$ cat config.mk
export PLATFORM = sky130hd
export DESIGN_NAME = colorbars_pattern_sequencer
export DESIGN_NICKNAME = d
export VERILOG_FILES = /design/src/rtl/colorbars_pattern_sequencer.sv
export SDC_FILE = /design/constraint.sdc
export NUM_CORES = 1
export LEC_CHECK = 0
export CAP_MARGIN = 20
export CORE_MARGIN = 2
export CORE_UTILIZATION = 58
export DETAILED_ROUTE_END_ITERATION = 10
export PLACE_DENSITY = 0.8
export REMOVE_ABC_BUFFERS = 1
export SETUP_SLACK_MARGIN = 0.1
export SLEW_MARGIN = 20
export SYNTH_ARGS = -nofsm -noshare
export SYNTH_HDL_FRONTEND = slang
export SYNTH_SLANG_ARGS = --single-unit
export TNS_END_PERCENT = 20
$ cat constraint.sdc
create_clock -name clk -period 5.8 [get_ports clk]
set_input_delay 1.16 -clock clk [delete_from_list [all_inputs] [get_ports clk]]
set_output_delay 1.16 -clock clk [all_outputs]
set_load 0.005 [all_outputs]
$ cat src/rtl/colorbars_pattern_sequencer.sv
// Purpose: debounces next/prev buttons, optionally auto-advances, and applies pattern
//          changes only at frame_start, followed by one fully muted frame.
// Latency: pattern/mute/pattern_changed update on the edge that samples frame_start;
//          there is no backpressure, and ena=0 freezes all state except the synchronisers.
//
// Ports:
//   clk, rst_n      pixel clock, asynchronous active-low reset
//   ena             global enable (0 = hold everything, drop pattern_changed)
//   frame_start     one-cycle frame boundary pulse from the timing generator
//   btn_next/prev   raw asynchronous buttons, active high
//   auto_en         level, enables advancing every DWELL_FRAMES frames
//   pattern         registered pattern index
//   pattern_changed one-cycle pulse on every pattern update
//   mute            registered, 1 = generator outputs black
module colorbars_pattern_sequencer #(
    parameter int NUM_PATTERNS    = 8,
    parameter int PAT_W           = 3,
    parameter int DEBOUNCE_CYCLES = 65536,
    parameter int DWELL_FRAMES    = 60
) (
    input  logic             clk,
    input  logic             rst_n,
    input  logic             ena,
    input  logic             frame_start,
    input  logic             btn_next,
    input  logic             btn_prev,
    input  logic             auto_en,
    output logic [PAT_W-1:0] pattern,
    output logic             pattern_changed,
    output logic             mute
);

    localparam int CNT_W = $clog2(DEBOUNCE_CYCLES);
    localparam int DW_W  = (DWELL_FRAMES > 1) ? $clog2(DWELL_FRAMES) : 1;

    localparam logic [CNT_W-1:0] CNT_MAX   = CNT_W'(DEBOUNCE_CYCLES - 1);
    localparam logic [DW_W-1:0]  DWELL_MAX = DW_W'(DWELL_FRAMES - 1);
    localparam logic [PAT_W-1:0] PAT_MAX   = PAT_W'(NUM_PATTERNS - 1);

    typedef enum logic [1:0] {
        SHOW  = 2'd0,
        ARMED = 2'd1,
        MUTE  = 2'd2
    } state_t;

    // Bit 0 = next button, bit 1 = prev button throughout.
    logic [1:0]            sync1_q, sync2_q;
    logic [1:0]            deb_q, deb_d;
    logic [1:0][CNT_W-1:0] cnt_q, cnt_d;
    logic [1:0]            rise;

    logic       req_next, req_prev, req_any;

    state_t     state_q, state_d;
    logic [PAT_W-1:0] pattern_q, pattern_d;
    logic [PAT_W-1:0] pat_inc, pat_dec;
    logic       mute_q, mute_d;
    logic       chg_q, chg_d;
    logic [DW_W-1:0] dwell_q, dwell_d;
    logic       req_vld_q, req_vld_d;
    logic       req_dir_q, req_dir_d;   // 1 = next, 0 = prev

    // Synchronisers keep sampling even while ena is low.
    always_ff @(posedge clk or negedge rst_n) begin
        if (!rst_n) begin
            sync1_q <= '0;
            sync2_q <= '0;
        end else begin
            sync1_q <= {btn_prev, btn_next};
            sync2_q <= sync1_q;
        end
    end

    // Debounce: the level is accepted after DEBOUNCE_CYCLES consecutive
    // cycles of disagreement with the current debounced level.
    always_comb begin
        deb_d = deb_q;
        cnt_d = cnt_q;
        rise  = '0;
        if (ena) begin
            for (int i = 0; i < 2; i++) begin
                if (sync2_q[i] != deb_q[i]) begin
                    if (cnt_q[i] == CNT_MAX) begin
                        deb_d[i] = sync2_q[i];
                        cnt_d[i] = '0;
                        rise[i]  = sync2_q[i];
                    end else begin
                        cnt_d[i] = cnt_q[i] + 1'b1;
                    end
                end else begin
                    cnt_d[i] = '0;
                end
            end
        end
    end

    // Simultaneous next and prev cancel each other.
    assign req_next = rise[0] & ~rise[1];
    assign req_prev = rise[1] & ~rise[0];
    assign req_any  = req_next | req_prev;

    // Wrap modulo NUM_PATTERNS, which need not be a power of two.
    assign pat_inc = (pattern_q == PAT_MAX) ? '0 : pattern_q + 1'b1;
    assign pat_dec = (pattern_q == '0) ? PAT_MAX : pattern_q - 1'b1;

    always_comb begin
        state_d   = state_q;
        pattern_d = pattern_q;
        mute_d    = mute_q;
        chg_d     = 1'b0;
        dwell_d   = dwell_q;
        req_vld_d = req_vld_q;
        req_dir_d = req_dir_q;
        if (ena) begin
            case (state_q)
                SHOW: begin
                    if (!auto_en) begin
                        dwell_d = '0;
                    end
                    // A button request takes priority over auto-advance on the same cycle.
                    if (req_any) begin
                        req_vld_d = 1'b1;
                        req_dir_d = req_next;
                        state_d   = ARMED;
                    end else if (frame_start && auto_en) begin
                        if (dwell_q == DWELL_MAX) begin
                            pattern_d = pat_inc;
                            dwell_d   = '0;
                            mute_d    = 1'b1;
                            chg_d     = 1'b1;
                            state_d   = MUTE;
                        end else begin
                            dwell_d = dwell_q + 1'b1;
                        end
                    end
                end
                ARMED: begin
                    if (req_any) begin
                        req_dir_d = req_next;
                    end
                    if (frame_start) begin
                        // A request arriving with frame_start is the one applied.
                        pattern_d = (req_any ? req_next : req_dir_q) ? pat_inc : pat_dec;
                        req_vld_d = 1'b0;
                        dwell_d   = '0;
                        mute_d    = 1'b1;
                        chg_d     = 1'b1;
                        state_d   = MUTE;
                    end
                end
                MUTE: begin
                    if (frame_start) begin
                        mute_d  = 1'b0;
                        state_d = SHOW;
                    end
                end
                default: begin
                    state_d = SHOW;
                end
            endcase
        end
    end

    always_ff @(posedge clk or negedge rst_n) begin
        if (!rst_n) begin
            deb_q     <= '0;
            cnt_q     <= '0;
            state_q   <= SHOW;
            pattern_q <= '0;
            mute_q    <= 1'b0;
            chg_q     <= 1'b0;
            dwell_q   <= '0;
            req_vld_q <= 1'b0;
            req_dir_q <= 1'b0;
        end else begin
            deb_q     <= deb_d;
            cnt_q     <= cnt_d;
            state_q   <= state_d;
            pattern_q <= pattern_d;
            mute_q    <= mute_d;
            chg_q     <= chg_d;
            dwell_q   <= dwell_d;
            req_vld_q <= req_vld_d;
            req_dir_q <= req_dir_d;
        end
    end

    assign pattern         = pattern_q;
    assign mute            = mute_q;
    assign pattern_changed = chg_q;

endmodule

==> impl_metrics.tcl <==
set metrics [dict create \
    slowest_delay_ns 0.46 \
    cts_max_path_buffers 2 \
    cts.htree.levels 2 \
    cp-startpoint "ena" \
    worst_ep_arrival_time_ns 3.64 \
    cts_tree "done" \
    tightestPinTransition_ns 0.949 \
    dp.cells 361 \
    synth-adder-area-share_pct 3.51 \
    status "complete, no violations" \
    rows 25 \
    die_w_um 74.1 \
    peakVddDrop_v 0.000180 \
    power.share.combinational_pct 8.2 \
    drc 0 \
    p_leak_uw 0.00139 \
    die_y_um 74.1 \
    vias_per_cell 6.05 \
    synth-edff-count 0 \
    min_from "sync1_q[0]$_DFF_PN0_" \
    root_buffer "clkbuf_8" \
    grt_max_degree 53 \
    period_minus_slack_ns 3.40 \
    die-area_um2 5490 \
    finalNetCount 316 \
    finish.utilization_pct 65.2 \
    p_sw_uw 174 \
    p_clk_share_pct 31.9 \
    ys_ff_latch 52 \
    p_per_area_nw_per_um2 213 \
    rsz0062_at_grt "no" \
    maxCapViolCount 0 \
    design_area_um2 3080 \
    vias 2231 \
    p_int_uw 481 \
    endpoint_kind "flop" \
    clock_sinks 52 \
    instances_no_fill 369 \
    relSlewSlack_pct 36.5 \
    cts_hold_buf 0 \
    ant_nets 0 \
    crit_path_top_delay_cell "clkdlybuf4s50_1" \
    whs_ns 0.363 \
    cp_cell_sequence "clkdlybuf4s50_1, buf_4, nand2_1, nor3b_1, ha_1, and3_1, a41o_1, and2_1, o21a_1, o21ai_1" \
    synthTopCellsByCount "dfrtp_1, nand2_1, o21ai_0" \
    regArea_um2 1300 \
    seq_power_share_pct 59.8 \
    gp_congestion 0.888 \
    maxClockFrequency_mhz 294 \
    fillers 371 \
    startpoint_type "input pin" \
    drt_wl_total_mm 5.50 \
    multi_input_area_um2 1440 \
    core_um2 4720 \
    path_max_fanout 28 \
    setup_violations 0 \
    critPathKind "in -> reg" \
    hold_viol 0 \
    io_buffers 11 \
    switching_share_pct 26.6 \
    grt_pass1_wl_mm 9.78 \
    synthFlopType "dfrtp_1" \
    cts_resized 0 \
    synth_compound_area_share_pct 19.8 \
    cts_buffers 5 \
    slew_viol_final 0 \
    period_share_pct 58.6 \
    wl_per_cell_um 14.9 \
    drt_iter0_drc 207 \
    netlist_top_cells_area "dfrtp_1, o21ai_0, a21oi_1" \
    grt_pass1_vias 2167 \
    syn-cell-area_um2 2850 \
    postSynth.asyncResetShare_pct 100 \
    yosys.area.top_type_share_pct 45.7 \
    synth_top_family_by_area "simple AND/OR/NAND/NOR gates" \
    area_growth_syn_to_layout_pct 8.17 \
    grt_use_total_pct 22.9 \
    boundaryPins 12 \
    postCtsSetupRepairBufs 0 \
    grt-ovfl-total 0 \
    synth-xor-area-share_pct 2.46 \
    avgSynthCellArea_um2 9.76 \
    regToRegStartpoint "cnt_q[16]$_DFFE_PN0P_" \
    yosys-mux-area-fraction_pct 2.68 \
    placed_area_um2 2990 \
    grt_antenna_before_repair 0 \
    drtPass1Iterations 4 \
    start_util_pct 60.3 \
    drive_gt1_share_pct 9.93 \
    yosysSeqAreaShare_pct 45.7 \
    synth_cells 292 \
    ys_types 51 \
    synthSimpleGateAreaFrac_pct 22.0 \
    diodes 0 \
    hp-class "reg -> reg" \
    tns_ns 0 \
    hpwl_mm 3.67 \
    yosysTopAreaCell "dfrtp_1" \
    cp.required_ns 6.04 \
    finClkSkew_ns 0.0107 \
    clk_pin_slew_ns 0.10 \
    worstSkewPairLatency_ns 0.31 \
    ys.warnings.count 0 \
    r2r_slack_ns 2.88 \
    synth_most_common_cell "dfrtp_1" \
]
[cell families (layout without fill, tap and decap cells)]
family,after synthesis,after routing
simple gates,106,106
compound gates,88,88
flops,52,52
buf+inv,23,33
fa+ha+maj,8,8
xor+xnor,8,8
mux,7,7
[worst max-delay path, delay by kind of cell]
family                     cells  cell delay, ns
AOI/OAI and AO/OA              3            0.54
and+or+nand+nor                4            0.86
adders and majority gates      1            0.31
buffers and inverters          2            0.76
[placed cells by master (no fill, tap or decap), types with 3 or more instances in the layout]
cell type	n
a31oi_1	14
o21ai_0	23
o21ba_2	3
nand4_1	9
nand3_1	11
or3_1	4
clkbuf_8	5
xor2_1	3
nand2_1	25
a211o_1	3
clkdlybuf4s50_1	10
and2_1	3
a21oi_1	22
and3_1	11
inv_1	12
o31ai_1	3
mux2_2	5
nor3_1	6
dfrtp_1	52
nor2_1	16
nor4_1	3
a22o_1	9
ha_1	8
xnor2_1	5
[power groups by stage]
| stage | clock network, µW | logic [µW] | registers [µW] |
|---|---|---|---|
| finish | 209 | 54.0 | 393 |
| global route | 232 | 64.3 | 395 |
| CTS | 217 | 54.7 | 392 |
| detailed placement | 0 | 54.8 | 399 |
| global placement | 0 | 53.2 | 398 |
| floorplan | 0 | 31.4 | 395 |
[path summary, 6_finish.rpt]
check / cells past startpoint / endpoint
setup / recovery: 10 / pattern[0]$_DFFE_PN0P_
hold / removal: 0 / sync2_q[0]$_DFF_PN0_
setup reg to reg: 10 / pattern[0]$_DFFE_PN0P_
hold reg to reg: 0 / sync2_q[0]$_DFF_PN0_
max in group asynchronous: 2 / cnt_q[15]$_DFFE_PN0P_
min in group asynchronous: 2 / cnt_q[4]$_DFFE_PN0P_
[layer usage]
metal  GRT usage, %  wire (µm)  vias to the layer above  part of all wire [%]
li1               -          -                     1110                     -
met1           32.1       2760                     1088                    50
met2           35.7       2530                       31                    46
met3           5.69        187                        2                   3.4
met4           6.26         25                        0                  0.45
met5              0          0                        -                     0
[registers in the layout (all words and copies together) (netlist names)]
register,cells
cnt_q,32
dwell_q,6
pattern,3
deb_q,2
state_q,2
sync1_q,2
sync2_q,2
mute,1
pattern_changed,1
req_dir_q,1
[final cells by class]
cell class,count,share of cell area [%]
clock inverter,3,0.771
timing repair buffer,13,3.90
sequential,52,42.2
tap,67,2.72
clock buffer,5,2.23
inverter,12,1.46
multi-input combinational,217,46.7
[metrics by stage]
stage,power (µW),setup WS [ns]
after floorplan,427,3.12
after global placement,452,2.21
after detailed placement,453,2.10
after CTS,664,2.38
after global routing,691,2.22
final,656,2.40
No activity file was read; power rests on OpenSTA's default activity.
